===== src/rtl/seq_detect_pkg.sv =====
`default_nettype none
// ============================================================================
// Module   : seq_detect_pkg
// Purpose  : Shared definitions for the programmable sequence detector:
//            length-field width helper, detector state encoding and the
//            legacy "0110" reset pattern/length.
// Ports    : none (package)
// Revision : 1.0 - initial release
// ============================================================================
package seq_detect_pkg;

  // Width of a field able to hold 0..pat_w inclusive.
  function automatic int LEN_W(input int pat_w);
    return $clog2(pat_w + 1);
  endfunction

  // Detector state; held implicitly in the fill counter.
  typedef enum logic {
    FILLING = 1'b0,
    ARMED   = 1'b1
  } det_state_e;

  // Legacy overlapping "0110" detector defaults (right-aligned).
  localparam logic [31:0] c_DEF_PAT = 32'h0000_0006;
  localparam int          c_DEF_LEN = 4;

endpackage : seq_detect_pkg
`default_nettype wire


===== src/rtl/seq_match_cmp.sv =====
`default_nettype none
// ============================================================================
// Module   : seq_match_cmp
// Purpose  : Combinational compare of the bit history against the pattern,
//            limited to the low i_len bits and qualified by a care mask
//            (mask bit 0 = don't care).
// Ports    : i_hist  - shifted history, newest bit at index 0
//            i_pat   - right-aligned pattern
//            i_mask  - per-bit care mask
//            i_len   - active pattern length
//            o_eq    - 1 when every cared-for bit below i_len matches
// Revision : 1.0 - initial release
// ============================================================================
module seq_match_cmp
  import seq_detect_pkg::*;
#(
  parameter int PAT_W = 8,
  localparam int LW   = LEN_W(PAT_W)
) (
  input  logic [PAT_W-1:0] i_hist,
  input  logic [PAT_W-1:0] i_pat,
  input  logic [PAT_W-1:0] i_mask,
  input  logic [LW-1:0]    i_len,
  output logic             o_eq
);

  logic [PAT_W-1:0] w_len_mask;

  // Thermometer mask selecting bits [i_len-1:0].
  generate
    for (genvar gi = 0; gi < PAT_W; gi++) begin : g_len_mask
      assign w_len_mask[gi] = (LW'(gi) < i_len);
    end
  endgenerate

  assign o_eq = ~|((i_hist ^ i_pat) & i_mask & w_len_mask);

endmodule : seq_match_cmp
`default_nettype wire


===== src/rtl/seq_detect_prog.sv =====
`default_nettype none
// ============================================================================
// Module   : seq_detect_prog
// Purpose  : Programmable serial sequence detector. Pattern (1..PAT_W bits)
//            and length load at run time; overlapping or non-overlapping
//            matching; registered one-cycle match pulse and a saturating
//            match counter. Reset defaults reproduce the "0110" detector.
// Options  : `define SEQ_DETECT_PROG_MASK_EN adds pat_mask_value, a per-bit
//            care mask loaded with the pattern (0 = don't care).
// Ports    : clk            - rising-edge clock
//            reset          - asynchronous active-low reset
//            in_valid       - qualifies in_bit
//            in_bit         - serial data bit
//            overlap_en     - 1 = overlapping, 0 = non-overlapping matches
//            pat_load       - load pat_value/pat_len (and mask) this cycle
//            pat_value      - new pattern, bit [pat_len-1] received first
//            pat_len        - new pattern length (valid 1..PAT_W)
//            pat_mask_value - new care mask (mask build only)
//            cnt_clr        - synchronous clear of match_count
//            match          - registered one-cycle match pulse
//            match_count    - saturating match count
//            load_err       - one-cycle pulse on a rejected load
// Revision : 1.0 - initial release
// ============================================================================
module seq_detect_prog
  import seq_detect_pkg::*;
#(
  parameter int               PAT_W   = 8,
  parameter int               CNT_W   = 8,
  parameter logic [PAT_W-1:0] DEF_PAT = PAT_W'(c_DEF_PAT),
  parameter int               DEF_LEN = c_DEF_LEN,
  localparam int              LW      = LEN_W(PAT_W)
) (
  input  logic             clk,
  input  logic             reset,
  input  logic             in_valid,
  input  logic             in_bit,
  input  logic             overlap_en,
  input  logic             pat_load,
  input  logic [PAT_W-1:0] pat_value,
  input  logic [LW-1:0]    pat_len,
`ifdef SEQ_DETECT_PROG_MASK_EN
  input  logic [PAT_W-1:0] pat_mask_value,
`endif
  input  logic             cnt_clr,
  output logic             match,
  output logic [CNT_W-1:0] match_count,
  output logic             load_err
);

  localparam logic [LW-1:0] c_pat_w   = LW'(PAT_W);
  localparam logic [LW-1:0] c_def_len = LW'(DEF_LEN);

  // Registers
  logic [PAT_W-1:0] r_hist;
  logic [LW-1:0]    r_fill;
  logic [PAT_W-1:0] r_pat;
  logic [LW-1:0]    r_len;
  logic             r_match;
  logic [CNT_W-1:0] r_count;
  logic             r_load_err;

  // Combinational
  logic [PAT_W-1:0] w_hist_sh;
  logic [PAT_W-1:0] w_hist_nxt;
  logic [LW-1:0]    w_fill_inc;
  logic [LW-1:0]    w_fill_nxt;
  logic [PAT_W-1:0] w_mask;
  logic             w_acc;
  logic             w_eq;
  logic             w_hit;
  logic             w_len_ok;
  logic [CNT_W-1:0] w_count_nxt;
  det_state_e       w_state_acc;

`ifdef SEQ_DETECT_PROG_MASK_EN
  logic [PAT_W-1:0] r_mask;
  assign w_mask = r_mask;
`else
  assign w_mask = '1;
`endif

  // A load takes the cycle; any bit offered alongside it is dropped.
  assign w_acc      = in_valid & ~pat_load;
  assign w_hist_sh  = {r_hist[PAT_W-2:0], in_bit};
  assign w_fill_inc = (r_fill == c_pat_w) ? r_fill : r_fill + LW'(1);
  assign w_len_ok   = (pat_len != '0) && (pat_len <= c_pat_w);

  // Compare runs on the post-shift history so the hit lines up with the
  // bit that completes the pattern.
  seq_match_cmp #(
    .PAT_W (PAT_W)
  ) u_cmp (
    .i_hist (w_hist_sh),
    .i_pat  (r_pat),
    .i_mask (w_mask),
    .i_len  (r_len),
    .o_eq   (w_eq)
  );

  // ---------------- state (hist/fill) register ----------------
  always_ff @(posedge clk or negedge reset) begin
    if (!reset) begin
      r_hist <= '0;
      r_fill <= '0;
    end else begin
      r_hist <= w_hist_nxt;
      r_fill <= w_fill_nxt;
    end
  end

  // ---------------- next-state logic ----------------
  // State after an accepted bit: ARMED once the fill reaches the length.
  assign w_state_acc = (w_fill_inc >= r_len) ? ARMED : FILLING;

  always_comb begin
    w_hist_nxt = r_hist;
    w_fill_nxt = r_fill;
    if (pat_load) begin
      w_hist_nxt = '0;
      w_fill_nxt = '0;
    end else if (in_valid) begin
      w_hist_nxt = w_hist_sh;
      // Non-overlap: restart the fill; stale history is masked by fill.
      if (w_hit && !overlap_en) begin
        w_fill_nxt = '0;
      end else begin
        w_fill_nxt = w_fill_inc;
      end
    end
  end

  // ---------------- output logic ----------------
  always_comb begin
    w_hit       = w_acc && (w_state_acc == ARMED) && w_eq;
    w_count_nxt = r_count;
    if (cnt_clr) begin
      w_count_nxt = '0;
    end else if (w_hit && (r_count != {CNT_W{1'b1}})) begin
      w_count_nxt = r_count + CNT_W'(1);
    end
  end

  always_ff @(posedge clk or negedge reset) begin
    if (!reset) begin
      r_pat      <= DEF_PAT;
      r_len      <= c_def_len;
      r_match    <= 1'b0;
      r_count    <= '0;
      r_load_err <= 1'b0;
    end else begin
      r_match    <= w_hit;
      r_count    <= w_count_nxt;
      r_load_err <= pat_load & ~w_len_ok;
      if (pat_load && w_len_ok) begin
        r_pat <= pat_value;
        r_len <= pat_len;
      end
    end
  end

`ifdef SEQ_DETECT_PROG_MASK_EN
  always_ff @(posedge clk or negedge reset) begin
    if (!reset) begin
      r_mask <= '1;
    end else if (pat_load && w_len_ok) begin
      r_mask <= pat_mask_value;
    end
  end
`endif

  assign match       = r_match;
  assign match_count = r_count;
  assign load_err    = r_load_err;

endmodule : seq_detect_prog
`default_nettype wire


===== config.mk =====
export PLATFORM = sky130hd
export DESIGN_NAME = seq_detect_prog
export DESIGN_NICKNAME = d
export VERILOG_FILES = /design/src/rtl/seq_detect_pkg.sv /design/src/rtl/seq_match_cmp.sv /design/src/rtl/seq_detect_prog.sv
export SDC_FILE = /design/constraint.sdc
export NUM_CORES = 1
export LEC_CHECK = 0
export CAP_MARGIN = 15
export CORE_MARGIN = 5
export CORE_UTILIZATION = 50
export CTS_BUF_LIST = sky130_fd_sc_hd__clkbuf_8
export CTS_CLUSTER_SIZE = 28
export DETAILED_ROUTE_END_ITERATION = 6
export PLACE_DENSITY = 0.78
export SYNTH_ARGS = -nofsm -noshare
export SYNTH_HDL_FRONTEND = slang
export SYNTH_HIERARCHICAL = 1
export SYNTH_SLANG_ARGS = --single-unit

===== constraint.sdc =====
create_clock -name clk -period 2.7 [get_ports clk]
set_clock_uncertainty 0.15 [all_clocks]
set_input_delay 0.54 -clock clk [delete_from_list [all_inputs] [get_ports clk]]
set_output_delay 0.54 -clock clk [all_outputs]
set_load 0.02 [all_outputs]

==> run_results.csv, run 1 <==
group,metric,value,unit
route,drt_iter0_markers,109,
route,drt_first_pass_iters,4,
floorplan,initial_utilization,0.5205,
clock_network,cts_made_buffers,5,
sta,fin_worst_hold_slack,0.3967,ns
cells_and_area,finish.instance_area,2604,um2
global_route,grt_usage,0.1853,
logic_synthesis,netlist_top_cells_count,"dfrtp_1, nor2_1, mux2_2, a21oi_1, inv_1",
worst_setup_path,cp_slowest_cell,"or4_4",
global_route,grt_start_max_net_pins,34,
logic_synthesis,post_synth_main_area_contributors,"dfrtp_1, mux2_2, ha_1",
placement,gp_congestion,0.8815,
worst_setup_path,cpPeakStageDelay,0.55,ns
logic_synthesis,synth_edf_count,0,
hold_path,timing.hold.worst.class,"register to register",
clock_network,clock-root-buffer,"clkbuf_8",
outcome,outcome,"finished clean",
pwr,powerDensity,581.3,nW/um2
clock_network,clk_pin_slew,0.07,ns
floorplan,num_rows,22,
cells_and_area,multi_input_combinational_cell_area,1136,um2
placement,place.port_buffers,28,
sta,finalSetupViolCount,0,
floorplan,pin_count,29,
cells_and_area,num_antenna_cells,0,
clock_network,tritoncts,"done",
route,wire_per_inst,16.74,um
cells_and_area,number_of_filler_instances_in_the_final_layout,280,
route,drt_drc_violations_left,0,
global_route,antenna_found_initial,0,
cells_and_area,areaGrowthSynthToFinish,34.61,%
worst_setup_path,beginning_of_the_worst_register_to_register_path,"r_len[2]$_DFFE_PN1P_",
clock_network,htreeDepth,2,
sta,final.period_utilization,0.9879,
hold_path,worst_hold_startpoint,"r_hist[6]$_DFFE_PN0P_",
worst_setup_path,setup.worst_path.start_class,"register",
hold_path,hold_depth,2,
cells_and_area,ff_latch_area,830.8,um2
floorplan,die_h,72.20,um
sta,tightestPinTransition,0.4985,ns
cells_and_area,final_layout_size_suffix_gt1_frac,0.2814,
logic_synthesis,syn_area_per_cell,10.99,um2
global_route,globalRoute.totalOverflow,0,
worst_setup_path,crit_path_capture_type,"register",
sta,tns,0,ns
placement,dp_hpwl,3.142,mm
worst_setup_path,timing.critical_path.mode_cell,"a21oi_2",
clock_network,clock_sink_count,33,
floorplan,die_width,72.20,um
worst_setup_path,timing.reg2reg.setup_slack,0.03,ns
cells_and_area,finalNetCount,256,
logic_synthesis,synth.cell_area,1934,um2
worst_setup_path,timing.critical_path.required,2.76,ns
hold_path,worst_hold_path.endpoint,"r_hist[6]$_DFFE_PN0P_",
clock_network,insertion_delay,0.29,ns
logic_synthesis,ys_warn_count,6,
floorplan,die_area,5213,um2
route,routed_wl,4.671,mm
route,via_per_inst,5.756,
clock_network,cts.hold.buffers_added,0,
logic_synthesis,yosysSeqAreaShare,0.4288,
sta,timing.final.crit_period,2.667,ns
worst_setup_path,path_max_fanout,8,
logic_synthesis,synth-async-reset-ratio,1.000,
sta,max_freq,374.9,MHz
logic_synthesis,synthDominantCellAreaShare,0.3881,
worst_setup_path,worstSetupPathType,"register to register",
sta,timing.slew.headroom,0.6666,
sta,slew_viol_final,0,
floorplan,core,3716,um2
pwr,static-leakage-power,1.103,nW
clock_network,clockBufferDepth,2,
worst_setup_path,path_cells,"or3_1 -> a32oi_1 -> a21oi_2 -> nor4b_4 -> o21ai_4 -> or4_4 -> a21oi_2",
global_route,global_route_wire_length_before_repair,7.534,mm
sta,final_hold_viol_count,0,
worst_setup_path,reg2reg_depth,7,
placement,postPlaceCellArea,2336,um2
job,max_cap_viol_count,0,
logic_synthesis,post-synth-top-count-cell,"dfrtp_1",
route,via_count,1606,
worst_setup_path,critical_path_arrival,2.73,ns
global_route,first_global_vias,1669,
route,final_antenna_net_count,0,
logic_synthesis,synth_cell_types,51,
worst_setup_path,rr_endpoint,"match_count[1]$_DFFE_PN0P_",
logic_synthesis,synth_top_flop_cell,"dfrtp_1",
logic_synthesis,yosysTopAreaCell,"dfrtp_1",
logic_synthesis,postSynthRegisterBits,33,
logic_synthesis,synthCells,176,
pwr,vdd_ir_drop_max,0.4058,mV
-- cells in the final DEF (no fill, tap or decap), drive strengths merged, types with 7 or more instances in the layout --
cell | Yosys | layout
a21oi | 10 | 10
buf | 6 | 16
clkdlybuf4s50 | 0 | 27
conb | 1 | 10
dfrtp | 30 | 30
ha | 7 | 7
inv | 9 | 9
mux2 | 13 | 13
mux2i | 8 | 8
nor2 | 15 | 15
-- kinds of logic (layout without fill, tap and decap cells) --
kind of cell,Yosys count,after routing,synth area share
flops,33,33,0.4289
buf+inv,16,61,0.04721
other cells,1,10,0.001939
simple gates,51,51,0.1598
xor+xnor,11,11,0.04980
mux,21,21,0.1210
compound gates,36,37,0.1462
fa+ha+maj,7,7,0.04528
-- layer usage --
layer	up-vias	wire length (um)	track usage
met5	-	0	0
met4	0	82	0.08768
met3	9	202	0.04848
met2	47	2300	0.2973
met1	802	2085	0.2322
li1	748	-	-
-- worst max-delay path: cells and delay by family, from the launching register on --
| kind | cells | cell delay [ns] |
|---|---|---|
| simple gates | 3 | 1.39 |
| compound gates | 4 | 0.64 |
| flops | 1 | 0.41 |
-- cell type report --
type | instances | share of cell area
clock inverters | 3 | 0.01778
repair buffers | 44 | 0.1643
inverters | 9 | 0.01297
multi-input cells | 137 | 0.4363
well taps | 48 | 0.02307
flip-flops and latches | 33 | 0.3191
clock buffers | 5 | 0.02643
-- registers in the layout, indices dropped and copies added (netlist names) --
register,count
r_fill,4
r_len,4
r_pat,8
match,1
match_count,8
load_err,1
r_hist,7
-- power breakdown --
part / leakage, nW / internal [mW] / switching [mW]
Combinational: 0.620 / 0.235 / 0.224
Sequential: 0.428 / 0.541 / 0.0408
Clock: 0.0543 / 0.276 / 0.196
Total: 1.10 / 1.05 / 0.461
-- through the flow --
| stage | power, mW | util | setup slack [ns] | instances |
|---|---|---|---|---|
| finish | 1.513 | 0.7007 | 0.03262 | 279 |
| global route | 1.588 | 0.7007 | -0.02629 | 279 |
| CTS | 1.425 | 0.6616 | 0.03581 | 270 |
| detailed placement | 0.9470 | 0.6286 | -0.2286 | 262 |
| global placement | 0.9226 | 0.6286 | -0.1334 | 262 |
| floorplan | 0.8261 | - | 0.1405 | 185 |
-- how the worst max path moves through the flow --
stage                          startpoint                          to  slack, ns  cells past startpoint
finish               r_len[2]$_DFFE_PN1P_  match_count[1]$_DFFE_PN0P_       0.03                      7
global route        r_fill[0]$_DFFE_PN0P_  match_count[5]$_DFFE_PN0P_      -0.03                     11
CTS                 r_fill[0]$_DFFE_PN0P_  match_count[5]$_DFFE_PN0P_       0.04                     11
detailed placement                 in_bit  match_count[6]$_DFFE_PN0P_      -0.23                      8
global placement                   in_bit       r_fill[2]$_DFFE_PN0P_      -0.13                      8
floorplan           r_fill[0]$_DFFE_PN0P_  match_count[7]$_DFFE_PN0P_       0.14                     11
-- what timing repair did --
action,4_1_cts,5_1_grt
buffers inserted,0,8
setup endpoints to repair,3,11
resized for setup,1,19
pin swaps,0,15
cloned,0,1
No activity file was read; power rests on OpenSTA's default activity.
==> run 2, diff against run 1 <==
--- a/config.mk
+++ b/config.mk
@@ -11,6 +11,7 @@
 export CTS_BUF_LIST = sky130_fd_sc_hd__clkbuf_8
 export CTS_CLUSTER_SIZE = 28
 export DETAILED_ROUTE_END_ITERATION = 6
+export GPL_ROUTABILITY_DRIVEN = 1
 export PLACE_DENSITY = 0.78
 export SYNTH_ARGS = -nofsm -noshare
 export SYNTH_HDL_FRONTEND = slang
==> results of run 2 <==
Same layout as run 1: the final DEF is identical, and so are final timing and power.
==> run 3, diff against run 2 <==
--- a/config.mk
+++ b/config.mk
@@ -7,12 +7,12 @@
 export LEC_CHECK = 0
 export CAP_MARGIN = 15
 export CORE_MARGIN = 5
-export CORE_UTILIZATION = 50
+export CORE_UTILIZATION = 55
 export CTS_BUF_LIST = sky130_fd_sc_hd__clkbuf_8
 export CTS_CLUSTER_SIZE = 28
 export DETAILED_ROUTE_END_ITERATION = 6
 export GPL_ROUTABILITY_DRIVEN = 1
-export PLACE_DENSITY = 0.78
+export PLACE_DENSITY = 0.81
 export SYNTH_ARGS = -nofsm -noshare
 export SYNTH_HDL_FRONTEND = slang
 export SYNTH_HIERARCHICAL = 1
==> constraint.sdc (replaced) <==
create_clock -name clk -period 3.43 [get_ports clk]
set_clock_uncertainty 0.15 [all_clocks]
set_input_delay 0.686 -clock clk [delete_from_list [all_inputs] [get_ports clk]]
set_output_delay 0.686 -clock clk [all_outputs]
set_load 0.02 [all_outputs]
==> run 3 against run 2 <==
- first-iteration DRC count down 46%
- critical path depth up 4
- worst hold slack worse by 0.020 ns
==> run_results.csv, run 3 (synthesis gave the netlist of run 1 again) <==
group,metric,value,unit
global_route,globalRoute.totalOverflow,0,
floorplan,core,3363,um2
worst_setup_path,worstSetupPathType,"register to register",
floorplan,die_area,4803,um2
cells_and_area,areaGrowthSynthToFinish,22.44,%
global_route,grt_start_max_net_pins,34,
pwr,clock_power_share,0.286,
hold_path,worst_hold_startpoint,"r_pat[3]$_DFFE_PN0P_",
worst_setup_path,reg2reg_depth,11,
pwr,static-leakage-power,1.002,nW
global_route,global_route_wire_length_before_repair,6.865,mm
floorplan,die_width,69.31,um
clock_network,clock-root-buffer,"clkbuf_8",
clock_network,clk_pin_slew,0.06,ns
placement,post-place-cells,256,
clock_network,post_cts_setup_repair_bufs,0,
cells_and_area,layout_commonest_cell,"dfrtp_1",
worst_setup_path,beginning_of_the_worst_register_to_register_path,"r_fill[0]$_DFFE_PN0P_",
global_route,first_global_vias,1518,
route,final_antenna_net_count,0,
clock_network,tritoncts,"done",
clock_network,cts.hold.buffers_added,0,
worst_setup_path,setup.worst_path.start_class,"register",
floorplan,initial_utilization,0.5751,
clock_network,htreeDepth,2,
pwr,seq_power_share,0.457,
sta,tns,0,ns
sta,timing.final.crit_period,2.909,ns
worst_setup_path,crit_path_capture_type,"register",
sta,grt_setup_unrepaired,"no",
cells_and_area,final_layout_size_suffix_gt1_frac,0.1560,
cells_and_area,ff_latch_area,829.5,um2
sta,slew_viol_final,0,
clock_network,post_cts.resized_instances,0,
sta,tightestPinTransition,0.7245,ns
clock_network,clockBufferDepth,2,
placement,place.port_buffers,28,
pwr,netSwitchingPower,293.7,uW
worst_setup_path,timing.critical_path.required,3.47,ns
clock_network,insertion_delay,0.28,ns
hold_path,hold_depth,1,
worst_setup_path,rr_endpoint,"match_count[0]$_DFFE_PN0P_",
pwr,vdd_ir_drop_max,0.2884,mV
pwr,sw_share,0.2938,
pwr,powerDensity,421.9,nW/um2
cells_and_area,num_antenna_cells,0,
placement,gp_congestion,0.8431,
job,max_cap_viol_count,0,
floorplan,pin_count,29,
sta,timing.slew.headroom,0.5170,
worst_setup_path,critical_path_arrival,2.95,ns
pwr,comb_power_share,0.257,
hold_path,worst_hold_path.endpoint,"r_pat[3]$_DFFE_PN0P_",
route,via_per_inst,5.644,
worst_setup_path,path_max_fanout,12,
route,via_count,1490,
route,drt_first_pass_iters,4,
placement,dp_hpwl,3.024,mm
route,wire_per_inst,15.15,um
clock_network,cts_made_buffers,5,
floorplan,num_rows,21,
clock_network,clock_sink_count,33,
sta,finalSetupViolCount,0,
cells_and_area,multi_input_combinational_cell_area,1047,um2
sta,final.period_utilization,0.8480,
cells_and_area,most-common-layout-cells,"dfrtp_1, clkdlybuf4s50_1, nor2_1",
route,routed_wl,3.999,mm
route,drt_drc_violations_left,0,
cells_and_area,number_of_filler_instances_in_the_final_layout,292,
floorplan,die_h,69.31,um
cells_and_area,instances_no_fill,264,
global_route,antenna_found_initial,0,
hold_path,timing.hold.worst.class,"register to register",
worst_setup_path,timing.reg2reg.setup_slack,0.52,ns
sta,final_hold_viol_count,0,
global_route,grt_usage,0.1770,
route,drt_iter0_markers,59,
pwr,power.internal,705.7,uW
sta,max_freq,343.8,MHz
outcome,outcome,"finished clean",
cells_and_area,finalNetCount,243,
==> run 3: layer usage <==
metal  up-vias  GRT usage  wire length (um)
li1        717          -                 -
met1       725     0.2263              1761
met2        41     0.2924              2002
met3         7    0.04493               182
met4         0    0.05640                51
met5         -          0                 0
==> run 3: how the worst max path moves through the flow <==
stage,from,end
floorplan,r_fill[0]$_DFFE_PN0P_,match_count[7]$_DFFE_PN0P_
global placement,in_bit,r_fill[2]$_DFFE_PN0P_
detailed placement,in_bit,r_fill[3]$_DFFE_PN0P_
CTS,r_fill[0]$_DFFE_PN0P_,match_count[0]$_DFFE_PN0P_
global route,r_fill[0]$_DFFE_PN0P_,match_count[0]$_DFFE_PN0P_
finish,r_fill[0]$_DFFE_PN0P_,match_count[0]$_DFFE_PN0P_
==> run 3: through the flow <==
stage / power, mW / setup slack, ns / util / hold slack, ns / instance area (um2)
6_report: 0.9994 / 0.5215 / 0.7042 / 0.3769 / 2369
5_1_grt: 1.050 / 0.3509 / 0.7042 / 0.3962 / 2369
4_1_cts: 1.011 / 0.5110 / 0.7042 / 0.3812 / 2369
3_5_place_dp: 0.7193 / 0.3412 / 0.6775 / 0.3672 / 2278
3_3_place_gp: 0.7023 / 0.4362 / 0.6775 / 0.3571 / 2278
2_1_floorplan: 0.6503 / 0.8705 / - / 0.2404 / 1968
==> run 3: power groups by stage <==
stage	combinational [mW]	sequential [mW]	clock, mW
2_1_floorplan	0.193	0.457	0
3_3_place_gp	0.242	0.461	0
3_5_place_dp	0.256	0.464	0
4_1_cts	0.257	0.457	0.298
5_1_grt	0.281	0.461	0.308
6_report	0.256	0.457	0.286
==> run 3: critical path, cell delays in order (launching register included) <==
cell       delay, ns
dfrtp_1         0.40
inv_1           0.09
ha_1            0.20
nand2_1         0.08
nor2_1          0.05
xnor2_1         0.20
ha_1            0.27
nand2b_4        0.15
a2111oi_4       0.71
buf_4           0.26
o31ai_1         0.08
a21oi_1         0.18
==> run 3: layout make-up <==
type / count / area share
clock buffers: 6 / 0.03487
clock inverters: 2 / 0.003170
inverters: 9 / 0.01426
multi-input cells: 136 / 0.4422
flip-flops and latches: 33 / 0.3502
well taps: 46 / 0.02430
repair buffers: 32 / 0.1310
